## config.mk

```make
export PLATFORM = sky130hd
export DESIGN_NAME = icache_nway
export DESIGN_NICKNAME = d
export VERILOG_FILES = /design/src/rtl/icache_nway.sv
export SDC_FILE = /design/constraint.sdc
export NUM_CORES = 1
export LEC_CHECK = 0
export CELL_PAD_IN_SITES_DETAIL_PLACEMENT = 0
export CELL_PAD_IN_SITES_GLOBAL_PLACEMENT = 1
export CORE_MARGIN = 3
export CORE_UTILIZATION = 31
export DETAILED_ROUTE_END_ITERATION = 8
export PLACE_DENSITY_LB_ADDON = 0.1
export SYNTH_ARGS = -nofsm -noshare
export SYNTH_HDL_FRONTEND = slang
export SYNTH_SLANG_ARGS = --single-unit
```

## constraint.sdc

```tcl
create_clock -name clk -period 9.9 [get_ports clk]
set_clock_uncertainty 0.1 [all_clocks]
set_input_delay 1.98 -clock clk [delete_from_list [all_inputs] [get_ports clk]]
set_output_delay 1.98 -clock clk [all_outputs]
set_load 0.02 [all_outputs]
```

## src/rtl/icache_nway.sv

```systemverilog
// icache_nway: N-way set-associative read-only I-cache with byte-serial refill.
// Define ICACHE_STAT_EN to add the hit_cnt_o / miss_cnt_o counters.
module icache_nway #(
  parameter int WAY_NUM     = 2,
  parameter int INSTSEL_BIT = 2,
  parameter int ROW_BIT     = 2,
  parameter int ADDR_BIT    = 17
) (
  input  logic        clk,
  input  logic        rst_n,
  input  logic        re_IF_i,
  input  logic [31:0] addr_IF_i,
  output logic [31:0] data_IF_o,
  output logic        miss_IF_o,
  input  logic        flush_i,
  output logic        re_CTRL_o,
  output logic [31:0] addr_CTRL_o,
  input  logic [7:0]  data_RAM_i,
`ifdef ICACHE_STAT_EN
  input  logic        stl_CTRL_i,
  output logic [31:0] hit_cnt_o,
  output logic [31:0] miss_cnt_o
`else
  input  logic        stl_CTRL_i
`endif
);

  localparam int TAG_BIT    = ADDR_BIT - 2 - INSTSEL_BIT - ROW_BIT;
  localparam int OFF_B      = INSTSEL_BIT + 2;
  localparam int LINE_BYTES = 4 << INSTSEL_BIT;
  localparam int LINE_W     = 8 * LINE_BYTES;
  localparam int ROWS       = 1 << ROW_BIT;
  localparam int WAY_B      = (WAY_NUM > 1) ? $clog2(WAY_NUM) : 1;
  localparam int KB         = OFF_B;

  typedef enum logic [1:0] {
    S_IDLE,
    S_REQ,
    S_FILL,
    S_DONE
  } state_t;

  state_t r_state, w_nxt;

  logic [LINE_W-1:0]  r_data  [ROWS][WAY_NUM];
  logic [TAG_BIT-1:0] r_tag   [ROWS][WAY_NUM];
  logic [WAY_NUM-1:0] r_valid [ROWS];
  logic [WAY_B-1:0]   r_rr    [ROWS];

  logic [LINE_W-1:0]  r_line;
  logic [ROW_BIT-1:0] r_row;
  logic [TAG_BIT-1:0] r_tag_l;
  logic [WAY_B-1:0]   r_vict;
  logic [KB-1:0]      r_k;
  logic               r_re;
  logic               r_poison;
  logic [31:0]        r_addr;

  logic [INSTSEL_BIT-1:0] w_inst;
  logic [ROW_BIT-1:0]     w_row;
  logic [TAG_BIT-1:0]     w_tag;
  logic                   w_match;
  logic [WAY_B-1:0]       w_hit_way;
  logic                   w_inv;
  logic [WAY_B-1:0]       w_inv_way;
  logic                   w_hit;
  logic                   w_miss;
  logic [LINE_W-1:0]      w_line;
  logic [31:0]            w_base;
  logic [WAY_B-1:0]       w_vict_nxt;
  logic                   w_unused;

  assign w_inst = addr_IF_i[2 +: INSTSEL_BIT];
  assign w_row  = addr_IF_i[OFF_B +: ROW_BIT];
  assign w_tag  = addr_IF_i[OFF_B+ROW_BIT +: TAG_BIT];
  assign w_unused = ^{addr_IF_i[31:ADDR_BIT], addr_IF_i[1:0]};

  // Descending scan so the lowest-index invalid way wins.
  always_comb begin
    w_match   = 1'b0;
    w_hit_way = '0;
    w_inv     = 1'b0;
    w_inv_way = '0;
    for (int w = WAY_NUM - 1; w >= 0; w--) begin
      if (r_valid[w_row][w] && (r_tag[w_row][w] == w_tag)) begin
        w_match   = 1'b1;
        w_hit_way = WAY_B'(w);
      end
      if (!r_valid[w_row][w]) begin
        w_inv     = 1'b1;
        w_inv_way = WAY_B'(w);
      end
    end
  end

  assign w_hit      = re_IF_i & w_match;
  assign w_miss     = re_IF_i & ~w_match;
  assign w_line     = r_data[w_row][w_hit_way];
  assign w_base     = 32'({w_tag, w_row}) << OFF_B;
  assign w_vict_nxt = (WAY_NUM == 1) ? '0 : r_vict + WAY_B'(1);

  assign miss_IF_o   = w_miss;
  assign data_IF_o   = w_hit ? w_line[{w_inst, 5'b0} +: 32] : 32'd0;
  assign re_CTRL_o   = r_re;
  assign addr_CTRL_o = r_addr;

  always_comb begin
    w_nxt = r_state;
    unique case (r_state)
      S_IDLE:  if (w_miss && !flush_i) w_nxt = S_REQ;
      S_REQ:   if (!stl_CTRL_i) w_nxt = S_FILL;
      S_FILL:  if (r_k == KB'(LINE_BYTES - 1)) w_nxt = S_DONE;
      S_DONE:  w_nxt = S_IDLE;
      default: w_nxt = S_IDLE;
    endcase
  end

  always_ff @(posedge clk or negedge rst_n) begin
    if (!rst_n) begin
      r_state  <= S_IDLE;
      r_re     <= 1'b0;
      r_addr   <= '0;
      r_k      <= '0;
      r_poison <= 1'b0;
      r_row    <= '0;
      r_tag_l  <= '0;
      r_vict   <= '0;
      for (int r = 0; r < ROWS; r++) begin
        r_valid[r] <= '0;
        r_rr[r]    <= '0;
      end
    end else begin
      r_state <= w_nxt;
      if (flush_i) begin
        for (int r = 0; r < ROWS; r++) r_valid[r] <= '0;
      end
      unique case (r_state)
        S_IDLE: begin
          if (w_nxt == S_REQ) begin
            r_row    <= w_row;
            r_tag_l  <= w_tag;
            r_vict   <= w_inv ? w_inv_way : r_rr[w_row];
            r_re     <= 1'b1;
            r_addr   <= w_base;
            r_k      <= '0;
            r_poison <= 1'b0;
          end
        end
        S_REQ: begin
          if (flush_i) r_poison <= 1'b1;
          if (!stl_CTRL_i) r_addr <= r_addr + 32'd1;
        end
        S_FILL: begin
          if (flush_i) r_poison <= 1'b1;
          r_k <= r_k + KB'(1);
          // Last address goes out while byte LINE_BYTES-2 is captured.
          if (r_k == KB'(LINE_BYTES - 2)) begin
            r_re   <= 1'b0;
            r_addr <= '0;
          end else if (r_re) begin
            r_addr <= r_addr + 32'd1;
          end
        end
        S_DONE: begin
          if (!r_poison && !flush_i) r_valid[r_row][r_vict] <= 1'b1;
          r_rr[r_row] <= w_vict_nxt;
        end
        default: ;
      endcase
    end
  end

  always_ff @(posedge clk) begin
    if (r_state == S_FILL) r_line[{r_k, 3'b000} +: 8] <= data_RAM_i;
    if (r_state == S_DONE) begin
      r_data[r_row][r_vict] <= r_line;
      r_tag[r_row][r_vict]  <= r_tag_l;
    end
  end

`ifdef ICACHE_STAT_EN
  logic [31:0] r_hit_cnt;
  logic [31:0] r_miss_cnt;

  always_ff @(posedge clk or negedge rst_n) begin
    if (!rst_n) begin
      r_hit_cnt  <= '0;
      r_miss_cnt <= '0;
    end else begin
      if (w_hit) r_hit_cnt <= r_hit_cnt + 32'd1;
      if (r_state == S_IDLE && w_nxt == S_REQ) r_miss_cnt <= r_miss_cnt + 32'd1;
    end
  end

  assign hit_cnt_o  = r_hit_cnt;
  assign miss_cnt_o = r_miss_cnt;
`endif

endmodule

```

Word level (Yosys, flattened, before mapping)
Memory sizes are Yosys's and may differ from the RTL's.
Index checks and enable logic that the tools add are counted.
Cells by class
  $add $sub $neg: 4
  order comparisons: 8
  equal/unequal tests: 13
  shift-type cells: 3
  mux-type cells: 52
  bitwise gates (word level): 8
  reduce and logical (&&, ||, !) cells: 19
Operators with widths (number)
  2-to-1 mux 128 bit: 4
  2-to-1 mux 256 bit: 1
  2-to-1 mux 32 bit: 5
  bitwise mux 128 bit: 1
  demux 128 bit (select 1 bit): 1
  variable shift 8 x 9 -> 128 bit, first input constant: 1
  indexed part select 128 x 8 -> 32 bit: 1
  indexed part select 8 x 9 -> 128 bit: 1
  case mux 32 bit (3 select lines): 1
  adder 32 x 1 -> 32 bit, second input constant: 1
  2-to-1 mux 8 bit: 3
  == test 11 bit: 2
  2-to-1 mux 22 bit: 1
  2-to-1 mux 1 bit: 16
  2-to-1 mux 2 bit: 6
  demux 11 bit (select 1 bit): 1
  2-to-1 mux 11 bit: 1
  negator 7 -> 9 bit: 1
  == test 4 bit, second input constant: 2
  bitwise OR 8 bit: 1
  case mux 2 bit (4 select lines): 1
  case mux 4 bit (2 select lines): 1
  logical AND 1 bit: 7
  >= comparator 3 bit, second input constant: 2
  32 further kinds: 45
Word-level totals
  register bits after elaboration: 194
  memory bits (writable): 1112
  output and inout port bits: 66
  word-level logic and storage cells: 126
  memories: 2
Memory list
  r_data: words 4, bits a word 256, rd ports 1, clocked after memory_dff 0, wr ports 1, line 45  | logic [LINE_W-1:0] r_data [ROWS][WAY_NUM];
  r_tag: words 4, bits a word 22, rd ports 1, clocked after memory_dff 0, wr ports 1, line 46  | logic [TAG_BIT-1:0] r_tag [ROWS][WAY_NUM];

Longest topological paths before layout
Gate-level depths: netlist of the first run.
  word-level depth: 15
  mapped depth: 15
  depth with buffers taken out: 10

Worst setup path before layout of the first run
OpenSTA, ideal clock, no wires.
  path type: register to register
  start point: register r_state[1]
  end point: memory r_data[0][128] (netlist name) (enable)
  arrival: 6.941 ns
  setup slack: 2.219 ns
  cell stages (with the launch flop): 4
  path buffers: 0
  clock period less this slack: 7.681 ns
  path through: dfrtp_1 > ha_1 > or3b_2 > nor2_1
On the way
  word-level cells in the longest chain between the ends: 3
RTL lines
  start, declared: line 43  | state_t r_state, w_nxt;
  start signal, assigned: line 133  | r_state <= w_nxt;
  == test 2 bit: line 175  | if (r_state == S_DONE) begin
  2-to-1 mux 1 bit: line 175
  2-to-1 mux 256 bit (not written as such): line 176  | r_data[r_row][r_vict] <= r_line;
  end, declared: line 45
No other way between the ends.

Worst setup path in the final report of the first run
  start point: input port addr_IF_i[14]
  end point: output port data_IF_o[30]
On the way
  word-level cells in the longest chain between the ends: 10
  elaborated cells on any way between the ends: 14
  those cells by class: eq/ne: 2; shift: 1; mux: 7; bitwise: 2; reduce/logical: 2
RTL lines
  start, declared: line 12  | input logic [31:0] addr_IF_i,
  == test 11 bit: line 85  | if (r_valid[w_row][w] && (r_tag[w_row][w] == w_tag)) begin
  logical AND 1 bit: line 85
  2-to-1 mux 1 bit (2 in a row): line 85
  NOT 1 -> 2 bit (not written as such): line 98  | assign w_line = r_data[w_row][w_hit_way];
  2-to-1 mux 128 bit (not written as such) (3 in a row): line 98
  indexed part select 128 x 8 -> 32 bit: line 103  | assign data_IF_o = w_hit ? w_line[{w_inst, 5'b0} +: 32] : 32'd0;
  2-to-1 mux 32 bit *: line 103
  end, declared: line 13  | output logic [31:0] data_IF_o,
Mark *: on every way between the ends. The rest lies on a longest branch, timed or not. The select of a mux whose other input is x is not followed.

==> results of run 1 <==
registers in the layout (all words and copies together) (netlist names):
signal,flops
addr_CTRL_o,32
r_rr,4
r_line,128
r_valid,8
re_CTRL_o,1
r_state,2
r_tag,88
r_row,2
r_vict,1
r_poison,1
r_tag_l,11
r_data,1024
r_k,4
power by group through the flow:
stage | Sequential [mW] | Clock (mW) | Combinational (mW)
6_report | 6.48 | 5.36 | 1.26
5_1_grt | 6.51 | 5.74 | 1.38
4_1_cts | 6.49 | 5.53 | 1.30
3_5_place_dp | 6.60 | 0 | 1.29
3_3_place_gp | 6.58 | 0 | 1.29
2_1_floorplan | 6.58 | 0 | 0.729
how the worst min path moves through the flow:
| stage | depth (start not counted) | slack, ps | endpoint | start |
|---|---|---|---|---|
| 3_5_place_dp | 1 | 370 | r_rr[0] | r_rr[0] |
| 5_1_grt | 1 | 400 | addr_CTRL_o[31] | addr_CTRL_o[31] |
| 3_3_place_gp | 1 | 360 | r_rr[3] | r_rr[3] |
| 6_report | 1 | 380 | r_rr[0] | r_rr[0] |
| 2_1_floorplan | 1 | 340 | r_rr[1] | r_rr[1] |
| 4_1_cts | 1 | 380 | r_rr[3] | r_rr[3] |
worst max-delay path: stages:
cell and delay [ps]:
clkdlybuf4s50_1 700, xor2_1 290, a21oi_1 110, nor4bb_1 360, nand4_1 240, buf_4 250
nor2_4 120, buf_12 310, buf_4 500, mux2_2 400, nor3_1 510, clkdlybuf4s50_1 730
placed cells by master (no fill, tap or decap), types with 7 or more instances in the layout:
cell type        netlist  layout
edfxtp_1            1240    1240
nor2_1               318     301
mux4_2               268     268
clkbuf_16              0     152
buf_4                  6      93
clkdlybuf4s50_1        0      82
dfrtp_1               66      66
nand2_1               65      63
o21ai_0               64      62
mux2_2                53      53
and2_1                55      51
mux2i_1               49      49
a21oi_1               44      42
clkbuf_1              77      36
mux2_4                30      30
clkinv_1               0      29
and3_1                27      27
clkinv_2               0      24
nor3_1                26      23
inv_1                 22      22
o211ai_1              21      21
a31oi_1               21      19
nor4_2                16      19
mux2_1                19      19
o21ai_1               16      17
nand3_1               16      16
nand2b_1              15      13
xnor2_1               13      13
and4_1                12      12
nor2_2                 1      11
ha_1                  11      11
xor2_1                10      10
bufinv_16              0      10
o31ai_1                9       9
clkinv_8               0       9
nor2b_1                8       8
nand4_1                7       7
nor2_4                 0       7
cell type report:
class	count	area, um2
clock inverter	84	800
inverter	22	82.6
multi-input combinational	1266	12600
timing repair buffer	183	1670
fill	15300	105000
clock buffer	189	3950
antenna	3	7.51
sequential	1306	38900
tap	2189	2740
logic make-up (layout without fill, tap and decap cells):
kind of cell	Yosys count	count (layout)	synth area share (%)
other cells	0	3	0
mux	419	419	15.0
simple gates	600	600	5.70
xor+xnor	23	23	0.387
fa+ha+maj	11	11	0.265
compound gates	213	213	2.49
buf+inv	163	478	1.42
flops	1306	1306	74.8
routing by layer:
layer / GRT usage (%) / up-vias / routed length [um] / part of all wire [%]
met5: 0 / - / 0 / 0
met4: 4.33 / 0 / 3040 / 2.1
met3: 2.68 / 185 / 5540 / 3.8
met2: 28.0 / 501 / 70900 / 49
met1: 23.0 / 14200 / 65200 / 45
li1: - / 11400 / - / -
metrics by stage:
step           cell area (um2)  power (mW)  hold WS (ps)  setup slack, ps  util [%]
2_1_floorplan            52000        7.31           344             2220         -
3_3_place_gp             56000        7.87           363             1180      33.8
3_5_place_dp             56000        7.89           370             1200      33.8
4_1_cts                  60700        13.3           381             1180      36.6
5_1_grt                  60700        13.6           401             1030      36.6
6_report                 60700        13.1           381             1260      36.6
cell usage after synthesis (all sizes together), types with 26 or more instances:
master and instances:
a21oi 45, and2 55, and3 27, buf 64
clkbuf 77, dfrtp 66, edfxtp 1240, mux2 102
mux2i 49, mux4 268, nand2 65, nor2 319
nor3 26, o21ai 80
==> metrics.md, run 1 <==
| Metric | Value |
|---|---|
| DR DRC count | 0 |
| R2R setup slack | between 6000 and 7000 ps |
| Initial Utilization | 31.4% |
| Critical path fanouts, max | 36 |
| Final setup fails | 0 |
| Dpl cells | 4,966 |
| Vias in the first global route | 28,200 |
| Vert. Die Dim | 416 um |
| Synth top area cells | edfxtp_1, mux4_2, dfrtp_1 |
| Fraction of registers with async set/reset | 5.05% |
| Sequential power share | 49.5% |
| Setup tns final | 0 ps |
| Internal | 9.84 mW |
| Fin cells | 5,242 |
| Share of cells above drive strength 1 | 23.9% |
| DR pass1 iterations | 7 |
| CTS tree | done |
| Endpoints failing hold | 0 |
| Root buf cell | clkbuf_16 |
| Pleak | 20.2 nW |
| Core area | 166,000 um2 |
| Fmax achieved | 116 MHz |
| Max VDD drop | 185 uV |
| WL final | 145 mm |
| Via count | between 20,000 and 30,000 |
| Yosys top cell by area | edfxtp_1 |
| Mapped Avg Cell Area | 19.0 um2 |
| Comb pwr share | 9.6% |
| Max Cap Viol | 0 |
| Placer Congestion | 0.711 |
| Worst r2r path cells | 11 |
| Synth top area share | 71.6% |
| Global-route wire length before repair | 207 mm |
| Total gr overflow | 0 |
| Nets | 2,986 |
| Worst EP required | 7820 ps |
| Switching power | 3.27 mW |
| Post_cts resized | 0 |
| CP Launch Type | primary input |
| Average wire per standard cell | 27.6 um |
| Detailed Place HPWL | ~81 mm |
| Outcome | complete, no violations |
| Hold Path Class | flip-flop to flip-flop |
| Initial DRC count | 2,166 |
| Largest net degree at the start of global routing | 130 |
| Sequential share of the synthesized area | 74.8% |
| Syn Std Cell Area | 52,000 um2 |
| H-tree depth | 4 |
| Min Tclk post-route | 8640 ps |
| Final ANT Viol Nets | 0 |
| Netlist cell types | 66 |
| Pwr Density | between 200 and 250 nW/um2 |
| Synth Flop Type | edfxtp_1 |
| Clock power share | 40.9% |
| Initial antenna violation count | 8 |
| Synthesized Nets | around 2,800 |
| Seq cells post-synth | 1,306 |
| TritonCTS Sinks | ~1,300 |
| Worst skew pair latency | 770 ps |
| Post-CTS setup repair buffer count | 0 |
| Rows | roughly 150 |
| Hold_buf cts | 0 |
| CTS Buf Count | 151 |
| I/O Buffers | 93 |
| Max transition margin | about a fifth |
| Area grow syn2layout | 16.7% |
| Chip width | 416 um |
| Die area | 173,000 um2 |
| CP arrival | 6560 ps |
| Gr usage total | 16.8% |
| Worst Setup End Kind | primary output |
| Switching part of the total | between 20% and 30% |
| Final period utilization | 87.3% |
| Max Buffers Root-to-Sink | 3 |
| IO Pins | ~110 |
| Post-synth EDFFs | 1,240 |
| RR Endpoint | addr_CTRL_o[17] |
| Critical path origin | addr_IF_i[14] |
| Vias/cell | 5.01 |
| Final Max Slew Viols | 0 |
| Crit Path Category | primary input to primary output |
| Cells after Synth | 2,735 |
| Clock slew at reported path FFs | 60 ps |
| Worst Tran Pin Value | 1210 ps |
| Setup crit end | data_IF_o[30] |
| Worst r2r src | r_tag[2][12] |
| RSZ-0062 raised after global routing | no |
| Synthesis Warnings | 0 |
No activity file was read; power rests on OpenSTA's default activity.
==> inputs of run 2 (changes only) <==
--- a/config.mk
+++ b/config.mk
@@ -11,6 +11,7 @@
 export CORE_UTILIZATION = 31
 export DETAILED_ROUTE_END_ITERATION = 8
 export PLACE_DENSITY_LB_ADDON = 0.1
+export SETUP_SLACK_MARGIN = 0.1
 export SYNTH_ARGS = -nofsm -noshare
 export SYNTH_HDL_FRONTEND = slang
 export SYNTH_SLANG_ARGS = --single-unit
==> results of run 2 <==
No change in the layout: final DEF, timing and power equal those of run 1.
